==> src/rtl/vga_fb_arbiter.sv <==
// Frame-buffer port arbiter: VGA scan-out vs queued host pixel writes.
// Optional stall counter built when VGA_FB_ARB_STATS_EN is defined.
module vga_fb_arbiter #(
  parameter int H_PIX      = 640,
  parameter int V_LINES    = 480,
  parameter int ADDR_W     = 19,
  parameter int DATA_W     = 12,
  parameter int FIFO_DEPTH = 4
) (
  input  logic              pclk,
  input  logic              reset,
  input  logic              disp_valid,
  input  logic [10:0]       disp_hcnt,
  input  logic [9:0]        disp_vcnt,
  input  logic              hsync_in,
  input  logic              vsync_in,
  input  logic              wr_valid,
  output logic              wr_ready,
  input  logic [ADDR_W-1:0] wr_addr,
  input  logic [DATA_W-1:0] wr_data,
  output logic              mem_en,
  output logic              mem_we,
  output logic [ADDR_W-1:0] mem_addr,
  output logic [DATA_W-1:0] mem_wdata,
  input  logic [DATA_W-1:0] mem_rdata,
  output logic [DATA_W-1:0] pix_data,
  output logic              pix_valid,
  output logic              hsync_out,
  output logic              vsync_out,
  output logic [15:0]       host_stall_cnt
);

  localparam int PTR_W = $clog2(FIFO_DEPTH);
  localparam int CNT_W = PTR_W + 1;
  localparam logic [31:0] NPIX = 32'(H_PIX * V_LINES);

  typedef enum logic {BLANK, SCAN} state_t;

  state_t            r_state;
  state_t            w_state_nxt;
  logic [ADDR_W-1:0] r_fifo_addr [FIFO_DEPTH];
  logic [DATA_W-1:0] r_fifo_data [FIFO_DEPTH];
  logic [PTR_W-1:0]  r_wptr;
  logic [PTR_W-1:0]  r_rptr;
  logic [CNT_W-1:0]  r_count;
  logic [ADDR_W-1:0] r_scan_addr;
  logic              r_hsync;
  logic              r_vsync;

  logic              w_frame_start;
  logic              w_empty;
  logic              w_in_range;
  logic              w_push;
  logic              w_pop;
  logic [ADDR_W-1:0] w_head_addr;
  logic [DATA_W-1:0] w_head_data;

  assign w_frame_start = disp_valid && (disp_hcnt == 11'd0)
                         && (disp_vcnt == 10'd0);
  assign w_empty     = (r_count == '0);
  assign w_head_addr = r_fifo_addr[r_rptr];
  assign w_head_data = r_fifo_data[r_rptr];
  assign w_in_range  = (32'(w_head_addr) < NPIX);
  assign wr_ready    = (r_count < CNT_W'(FIFO_DEPTH));
  assign w_push      = wr_valid && wr_ready;

  // Owner state register; SCAN one cycle later marks the pixel stage valid
  always_ff @(posedge pclk or posedge reset) begin
    if (reset) r_state <= BLANK;
    else       r_state <= w_state_nxt;
  end

  // Next owner and same-cycle port arbitration (display always wins)
  always_comb begin
    w_state_nxt = r_state;
    w_pop       = 1'b0;
    mem_en      = 1'b0;
    mem_we      = 1'b0;
    mem_addr    = '0;
    mem_wdata   = '0;
    unique case (r_state)
      BLANK: if (disp_valid)  w_state_nxt = SCAN;
      SCAN:  if (!disp_valid) w_state_nxt = BLANK;
      default: w_state_nxt = BLANK;
    endcase
    if (!reset) begin
      if (disp_valid) begin
        mem_en   = 1'b1;
        mem_addr = w_frame_start ? '0 : r_scan_addr;
      end else if (!w_empty) begin
        w_pop = 1'b1;
        if (w_in_range) begin
          mem_en    = 1'b1;
          mem_we    = 1'b1;
          mem_addr  = w_head_addr;
          mem_wdata = w_head_data;
        end
      end
    end
  end

  // FIFO pointers and occupancy
  always_ff @(posedge pclk or posedge reset) begin
    if (reset) begin
      r_wptr  <= '0;
      r_rptr  <= '0;
      r_count <= '0;
    end else begin
      if (w_push) r_wptr <= r_wptr + 1'b1;
      if (w_pop)  r_rptr <= r_rptr + 1'b1;
      case ({w_push, w_pop})
        2'b10:   r_count <= r_count + 1'b1;
        2'b01:   r_count <= r_count - 1'b1;
        default: r_count <= r_count;
      endcase
    end
  end

  // FIFO storage, written on accepted host requests
  always_ff @(posedge pclk) begin
    if (w_push) begin
      r_fifo_addr[r_wptr] <= wr_addr;
      r_fifo_data[r_wptr] <= wr_data;
    end
  end

  // Scan address: frame start reads 0 and preloads 1 for the next pixel
  always_ff @(posedge pclk or posedge reset) begin
    if (reset)              r_scan_addr <= '0;
    else if (w_frame_start) r_scan_addr <= ADDR_W'(1);
    else if (disp_valid)    r_scan_addr <= r_scan_addr + 1'b1;
  end

  // Sync delay matching the one-cycle RAM read latency
  always_ff @(posedge pclk or posedge reset) begin
    if (reset) begin
      r_hsync <= 1'b1;
      r_vsync <= 1'b1;
    end else begin
      r_hsync <= hsync_in;
      r_vsync <= vsync_in;
    end
  end

  assign pix_valid = (r_state == SCAN);
  assign pix_data  = pix_valid ? mem_rdata : '0;
  assign hsync_out = r_hsync;
  assign vsync_out = r_vsync;

`ifdef VGA_FB_ARB_STATS_EN
  logic [15:0] r_stall_cnt;

  // Saturating count of host cycles refused by a full FIFO, per frame
  always_ff @(posedge pclk or posedge reset) begin
    if (reset)
      r_stall_cnt <= '0;
    else if (w_frame_start)
      r_stall_cnt <= '0;
    else if (wr_valid && !wr_ready && (r_stall_cnt != 16'hFFFF))
      r_stall_cnt <= r_stall_cnt + 16'd1;
  end

  assign host_stall_cnt = r_stall_cnt;
`else
  assign host_stall_cnt = 16'd0;
`endif

endmodule

==> config.mk <==
export PLATFORM = sky130hd
export DESIGN_NAME = vga_fb_arbiter
export DESIGN_NICKNAME = d
export VERILOG_FILES = /design/src/rtl/vga_fb_arbiter.sv
export SDC_FILE = /design/constraint.sdc
export NUM_CORES = 1
export LEC_CHECK = 0
export ABC_AREA = 1
export CAP_MARGIN = 20
export CORE_UTILIZATION = 25
export CTS_CLUSTER_DIAMETER = 40
export CTS_CLUSTER_SIZE = 20
export DETAILED_ROUTE_END_ITERATION = 10
export DONT_BUFFER_PORTS = 1
export PLACE_DENSITY_LB_ADDON = 0.12
export SLEW_MARGIN = 10
export SYNTH_ARGS = -nofsm -noshare
export SYNTH_HDL_FRONTEND = slang
export SYNTH_SLANG_ARGS = --single-unit
==> constraint.sdc <==
create_clock -name pclk -period 2.4 [get_ports pclk]
set_clock_uncertainty 0.1 [all_clocks]
set_input_delay 0.24 -clock pclk [delete_from_list [all_inputs] [get_ports pclk]]
set_output_delay 0.24 -clock pclk [all_outputs]
set_load 0.005 [all_outputs]
==> impl_metrics.json, run 1 <==
{
  "route.detailed.wl_per_inst_um": 16.52,
  "peakVddDrop_mv": 0.5431,
  "grtUsageTotal": 0.1375,
  "fin_crit_ns": 2.565,
  "cts_sinks": 153,
  "synth-seq-cells": 153,
  "tritoncts": "done",
  "routabilityCongestion": 0.7617,
  "rsz0062_at_grt": "yes",
  "end_kind": "primary output",
  "portBuffers": 0,
  "critical_path_arrival_ns": 2.22,
  "clock_latency_ns": 0.43,
  "grt_max_degree": 31,
  "failed_checks": "negative setup slack",
  "cp_max_fo": 6,
  "yosysWarnings": 0,
  "drive_above_1_share": 0.1803,
  "htree_levels": 4,
  "fmax_mhz": 389.9,
  "min_period_over_period": 1.069,
  "crit_type": "reg2out",
  "dp_hpwl_um": 12670,
  "cts_max_path_buffers": 2,
  "synth_area_per_cell_um2": 10.20,
  "totalWireLength_um": 19160,
  "grt_overflow_total": 0,
  "start_kind": "register",
  "antenna_found_initial": 0,
  "synth.distinct_cells": 38,
  "die_x_um": 171.0,
  "n_antenna_cell": 0,
  "final_nets": 846,
  "row_count": 61,
  "final_area_um2": 9036,
  "power_density_nw_per_um2": 1078,
  "core_um2": 27930,
  "min_path_cells": 4,
  "rr_worst_depth": 7,
  "cap_viol_max_count": 0,
  "postRouteAntennaNets": 0,
  "dieArea_um2": 29250,
  "synth_area_um2": 7142,
  "syn_to_final_growth_pct": 26.52,
  "dp_slack_ns": 0.1325,
  "min_path_type": "in2reg",
  "fp.dieH_um": 171.0,
  "place_area_um2": 7746,
  "setup_slack_ns": -0.1648,
  "setup_viol": 29,
  "grt_pass1_wl_um": 29610,
  "slew_violations": 0,
  "clk_pin_slew_worst_paths_ns": 0.07,
  "drc_errors": 0,
  "start_util": 0.2557,
  "via_per_inst": 4.438,
  "outcome": "finished, violations left",
  "relSlewSlack": 0.6633,
  "drt_iter0_drc": 268,
  "max_slew.worst_pin.slew_ns": 0.5013,
  "boundaryPins": 135,
  "netlist_instances": 700,
  "setup_tns_ns": -3.689,
  "cts_root_buf": "clkbuf_16",
  "grt_pass1_vias": 5252,
  "finalHoldViolCount": 0,
  "yosysSeqAreaShare": 0.6233,
  "num_vias": 5148,
  "worst_ep_required_time_ns": 2.06,
  "dr.pass1.iters": 5,
  "p_leak_uw": 0.003546,
  "cts_made_buffers": 17
}
## layout by cell type (no fill, tap or decap), drive strengths merged
cell and count:
xnor2 3, edfxtp 124, o22ai 23, nand4 21, dlygate4sd3 35, o221ai 1
bufbuf 1, a21oi 12, fa 1, clkbuf 17, nor4 3, xor2 8
nand2 114, o21ai 57, nor2 95, dfrtp 27, ha 6, nand3b 2
clkinv 9, dfstp 2, buf 44, nor3 10, a211oi 1, nor3b 2
inv 93, a31oi 2, clkinvlp 1, or2 5, conb 16, nand3 47
## layout make-up
class | count | area [um2]
fillers | 2838 | 18900
flip-flops and latches | 153 | 4453
multi-input cells | 429 | 2316
repair buffers | 80 | 833.3
well taps | 378 | 473.0
clock buffers | 17 | 425.4
inverters | 87 | 341.6
clock inverters | 15 | 177.7
repair inverters | 1 | 16.27
## sequential cells by signal, indices dropped and copies added, names as in the netlist
| name | cells |
|---|---|
| r_wptr | 2 |
| r_fifo_data | 48 |
| vsync_out | 1 |
| hsync_out | 1 |
| r_count | 3 |
| r_scan_addr | 19 |
| pix_valid | 1 |
| r_fifo_addr | 76 |
| r_rptr | 2 |
## worst paths after layout
kind	start	to	slack, ns
worst min register to register	r_count[0]	r_count[0]	0.40
worst max register to register	r_scan_addr[1]	r_scan_addr[12]	0.36
min in group asynchronous	reset	r_wptr[0]	0.24
max in group asynchronous	reset	vsync_out	1.42
worst min-delay path	disp_vcnt[8]	r_scan_addr[15]	0.03
worst max-delay path	r_rptr[0]	mem_wdata[9]	-0.16
## power by group
part / leakage [uW] / internal, uW / switching [uW] / total [uW]
logic: 0.00179 / 1350 / 2240 / 3590
clock network: 0.000290 / 1400 / 1250 / 2650
registers: 0.00146 / 3290 / 212 / 3510
## worst max-delay path, cell delays in order, from the launching register on
cell     delay [ns]
dfrtp_2        0.47
buf_6          0.15
or2_1          0.23
nand3_2        0.09
nand2_4        0.07
a21oi_4        0.20
nand3_4        0.12
nor2_8         0.13
buf_12         0.16
inv_12         0.06
nor2_4         0.11
## metal layers
metal  routed length (um)  global-route usage  vias to the layer above
met5                    0                   0                        -
met4                  194             0.03804                        0
met3                 1125             0.03331                       13
met2                 9284              0.2390                      176
met1                 8557              0.1686                     2482
li1                     -                   -                     2477
## kinds of logic (layout without fill, tap and decap cells)
kind of cell | Yosys count | after routing | synth area share
flops | 153 | 153 | 0.6233
compound gates | 96 | 96 | 0.07411
simple gates | 299 | 299 | 0.1904
xor+xnor | 11 | 11 | 0.01349
buf+inv | 133 | 200 | 0.08479
fa+ha+maj | 7 | 7 | 0.01331
other cells | 1 | 16 | 0.0005251
## through the flow
| stage | util | hold WS (ns) | instances | total power, uW |
|---|---|---|---|---|
| after floorplan | - | 0.1445 | 715 | 5477 |
| after detailed placement | 0.2773 | 0.03270 | 1080 | 6558 |
| after global routing | 0.3235 | 0.05859 | 1160 | 10370 |
| after global placement | 0.2773 | 0.02021 | 1080 | 6531 |
| final | 0.3235 | 0.03022 | 1160 | 9744 |
| after CTS | 0.3184 | 0.01842 | 1156 | 9654 |
## Yosys cell counts
master	instances	share of area
edfxtp_1	124	0.52
nand2_1	108	0.057
nor2_1	84	0.044
inv_1	83	0.044
o21ai_0	57	0.040
nand3_1	44	0.031
dfrtp_1	27	0.095
o22ai_1	23	0.020
nand4_1	21	0.018
clkbuf_1	18	0.0095
buf_4	17	0.018
a21oi_1	11	0.0077
nor2_2	10	0.0088
nor3_1	10	0.0070
xor2_1	8	0.0098
ha_1	6	0.011
nand2_2	6	0.0053
buf_6	5	0.0079
buf_2	4	0.0028
inv_2	3	0.0016
nor4_1	3	0.0026
or2_2	3	0.0026
xnor2_1	3	0.0037
a31oi_1	2	0.0018
buf_1	2	0.0011
dfstp_2	2	0.0074
nand3_2	2	0.0028
nand3b_1	2	0.0021
nor3b_1	2	0.0021
or2_1	2	0.0018
a211oi_1	1	0.0011
a21oi_4	1	0.0023
clkinv_1	1	0.00053
conb_1	1	0.00053
fa_1	1	0.0028
nand3_4	1	0.0025
nor2_8	1	0.0028
o221ai_1	1	0.0012
## repair_timing
| action | in CTS | in global routing |
|---|---|---|
| cloned | 3 | 0 |
| hold endpoints to repair | 161 | 0 |
| hold buffers | 35 | 0 |
| gates resized for setup | 29 | 34 |
| pin swaps | 1 | 4 |
| setup buffers | 6 | 4 |
| setup endpoints to repair | 31 | 32 |
Power figures use the tool's default switching activity.
==> run 2, diff against run 1 <==
- GPL_TIMING_DRIVEN: unset -> 0
==> run 2 against run 1 <==
Net effect:
- the run still ends with negative setup slack left
- core utilization rose by 1.8 points
- global-route usage rose by 0.46 points
- setup slack got worse by 0.10 ns
- sequential power about the same
- register-to-register slack got worse by 0.18 ns
- flip-flop and latch count unchanged
- first-iteration DRC count fell by 22%
- maximum frequency is 3.9% lower
- largest cell class unchanged
==> impl_metrics.json, run 2 (synthesis results as in run 1) <==
{
  "totalWireLength_um": 20550,
  "tritoncts": "done",
  "grtUsageTotal": 0.1421,
  "die_x_um": 171.0,
  "dieArea_um2": 29250,
  "power_uw": 10570,
  "n_antenna_cell": 0,
  "crit_slowest_cell": "dfrtp_1",
  "cts_made_buffers": 17,
  "cts_root_buf": "clkbuf_16",
  "largest_registers": "r_fifo_addr (76), r_fifo_data (48), r_scan_addr (19)",
  "cp_max_fo": 7,
  "place_area_um2": 7811,
  "crit_start": "r_rptr[0]",
  "final_area_um2": 9550,
  "cap_viol_max_count": 0,
  "min_period_over_period": 1.112,
  "crit_type": "reg2out",
  "routabilityCongestion": 0.7941,
  "hold_path_startpoint": "disp_vcnt[8]",
  "core_um2": 27930,
  "slew_violations": 0,
  "end_kind": "primary output",
  "row_count": 61,
  "relSlewSlack": 0.4992,
  "clk_pin_slew_worst_paths_ns": 0.06,
  "crit_chain": "buf_6 -> inv_8 -> buf_6 -> nand2_2 -> nand3_2 -> nand2_2 -> nand2_4 -> a21oi_4 -> nand3_4 -> nor2_8 -> buf_12 -> clkinv_8 -> buf_12 -> nor2_4",
  "seq_power_share": 0.331,
  "postRouteAntennaNets": 0,
  "power_density_nw_per_um2": 1106,
  "route.detailed.wl_per_inst_um": 17.22,
  "slowest_delay_ns": 0.34,
  "failed_checks": "negative setup slack",
  "fp.dieH_um": 171.0,
  "min_path_type": "in2reg",
  "largest_reg_flops": 76,
  "fmax_mhz": 374.6,
  "dr.pass1.iters": 5,
  "antenna_found_initial": 0,
  "cts_max_path_buffers": 2,
  "syn_to_final_growth_pct": 33.72,
  "dp_hpwl_um": 13620,
  "power.switching_fraction": 0.3781,
  "finalHoldViolCount": 0,
  "cts_sinks": 153,
  "grt_pass1_vias": 5371,
  "start_util": 0.2557,
  "drt_iter0_drc": 208,
  "grt_max_degree": 36,
  "num_vias": 5332,
  "outcome": "finished, violations left",
  "htree_levels": 4,
  "p_int_uw": 6570,
  "start_kind": "register",
  "final_nets": 879,
  "regMostFlops": "r_fifo_addr",
  "max_slew.worst_pin.slew_ns": 0.7494,
  "peakVddDrop_mv": 0.4382,
  "via_per_inst": 4.469,
  "p_leak_uw": 0.003817,
  "setup_slack_ns": -0.2693,
  "layout_commonest_cell": "edfxtp_1",
  "grt_pass1_wl_um": 30560,
  "rsz0062_at_grt": "yes",
  "combinationalPowerShare": 0.410,
  "setup_viol": 28,
  "portBuffers": 0,
  "boundaryPins": 135,
  "clkPwrFrac": 0.259,
  "clock_latency_ns": 0.42,
  "drive_above_1_share": 0.2405,
  "cp_top_family": "buffers and inverters",
  "p_sw_uw": 3995,
  "grt_overflow_total": 0,
  "worst_ep_required_time_ns": 2.06,
  "mostFrequentLayoutCells": "edfxtp_1, inv_1, nor2_1",
  "fin_crit_ns": 2.669,
  "critical_path_arrival_ns": 2.33,
  "rr_startpoint": "r_count[0]",
  "drc_errors": 0,
  "worst-path-buf-inv": 6
}
-- run 2: cell types whose count changed in the layout (fill, tap and decap cells not counted), sizes merged --
cell	previous run	this run
clkbuf	17	36
clkinv	9	3
inv	93	95
bufinv	0	2
bufbuf	1	0
buf	44	61
-- run 2: what timing repair did --
item,in CTS,in global routing
hold buffers,35,0
resized for setup,90,55
setup endpoints to repair,34,32
buffers inserted,19,7
gates cloned,4,0
pin swaps,17,34
endpoints found under the hold margin,156,0
-- run 2: stage by stage --
step	setup TNS, ns	worst slack, ns	util	std cells	hold slack (ns)
after detailed placement	-2.518	-0.1378	0.2796	1097	0.1446
after global routing	-8.766	-0.3829	0.3419	1193	0.09855
final	-5.392	-0.2693	0.3419	1193	0.07680
after CTS	-6.459	-0.2895	0.3339	1187	0.06603
after global placement	-196.20	-1.588	0.2746	1093	0.1446
after floorplan	-11.83	-0.09676	-	715	0.1445
-- run 2: area by class of cell --
| class | count | area [um2] |
|---|---|---|
| fill | 2827 | 18380 |
| sequential | 153 | 4453 |
| inverter | 87 | 351.6 |
| clock buffer | 18 | 429.2 |
| timing repair buffer | 68 | 778.2 |
| clock inverter | 14 | 176.4 |
| multi-input combinational | 429 | 2551 |
| buffer | 46 | 337.8 |
| tap | 378 | 473.0 |
-- run 2: tightest hold or removal path: stages --
cell and delay [ns]:
nor4_1 0.04, nand2_1 0.13, nand3_1 0.09, nand2_1 0.06
-- run 2: final timing paths --
kind                                   endpoint  slack (ns)  depth (start not counted)
worst max-delay path               mem_wdata[2]       -0.27                         14
worst min-delay path            r_scan_addr[15]        0.08                          4
worst max register to register       r_count[2]        0.18                          8
worst min register to register       r_count[0]        0.41                          1
max in group asynchronous             r_rptr[1]        1.56                          2
min in group asynchronous            r_count[2]        0.28                          2
-- run 2: metal layers --
layer	share of wire	GRT usage	vias up
met5	0	0	-
met4	0.0062	0.03377	0
met3	0.058	0.03585	8
met2	0.50	0.2487	182
met1	0.44	0.1740	2589
li1	-	-	2553
-- run 2: power groups by stage --
stage	clock, uW	combinational [uW]	sequential [uW]
finish	2740	4330	3490
global route	2900	4740	3530
CTS	2810	4020	3500
detailed placement	0	3030	3540
global placement	0	2860	3560
floorplan	0	1990	3490
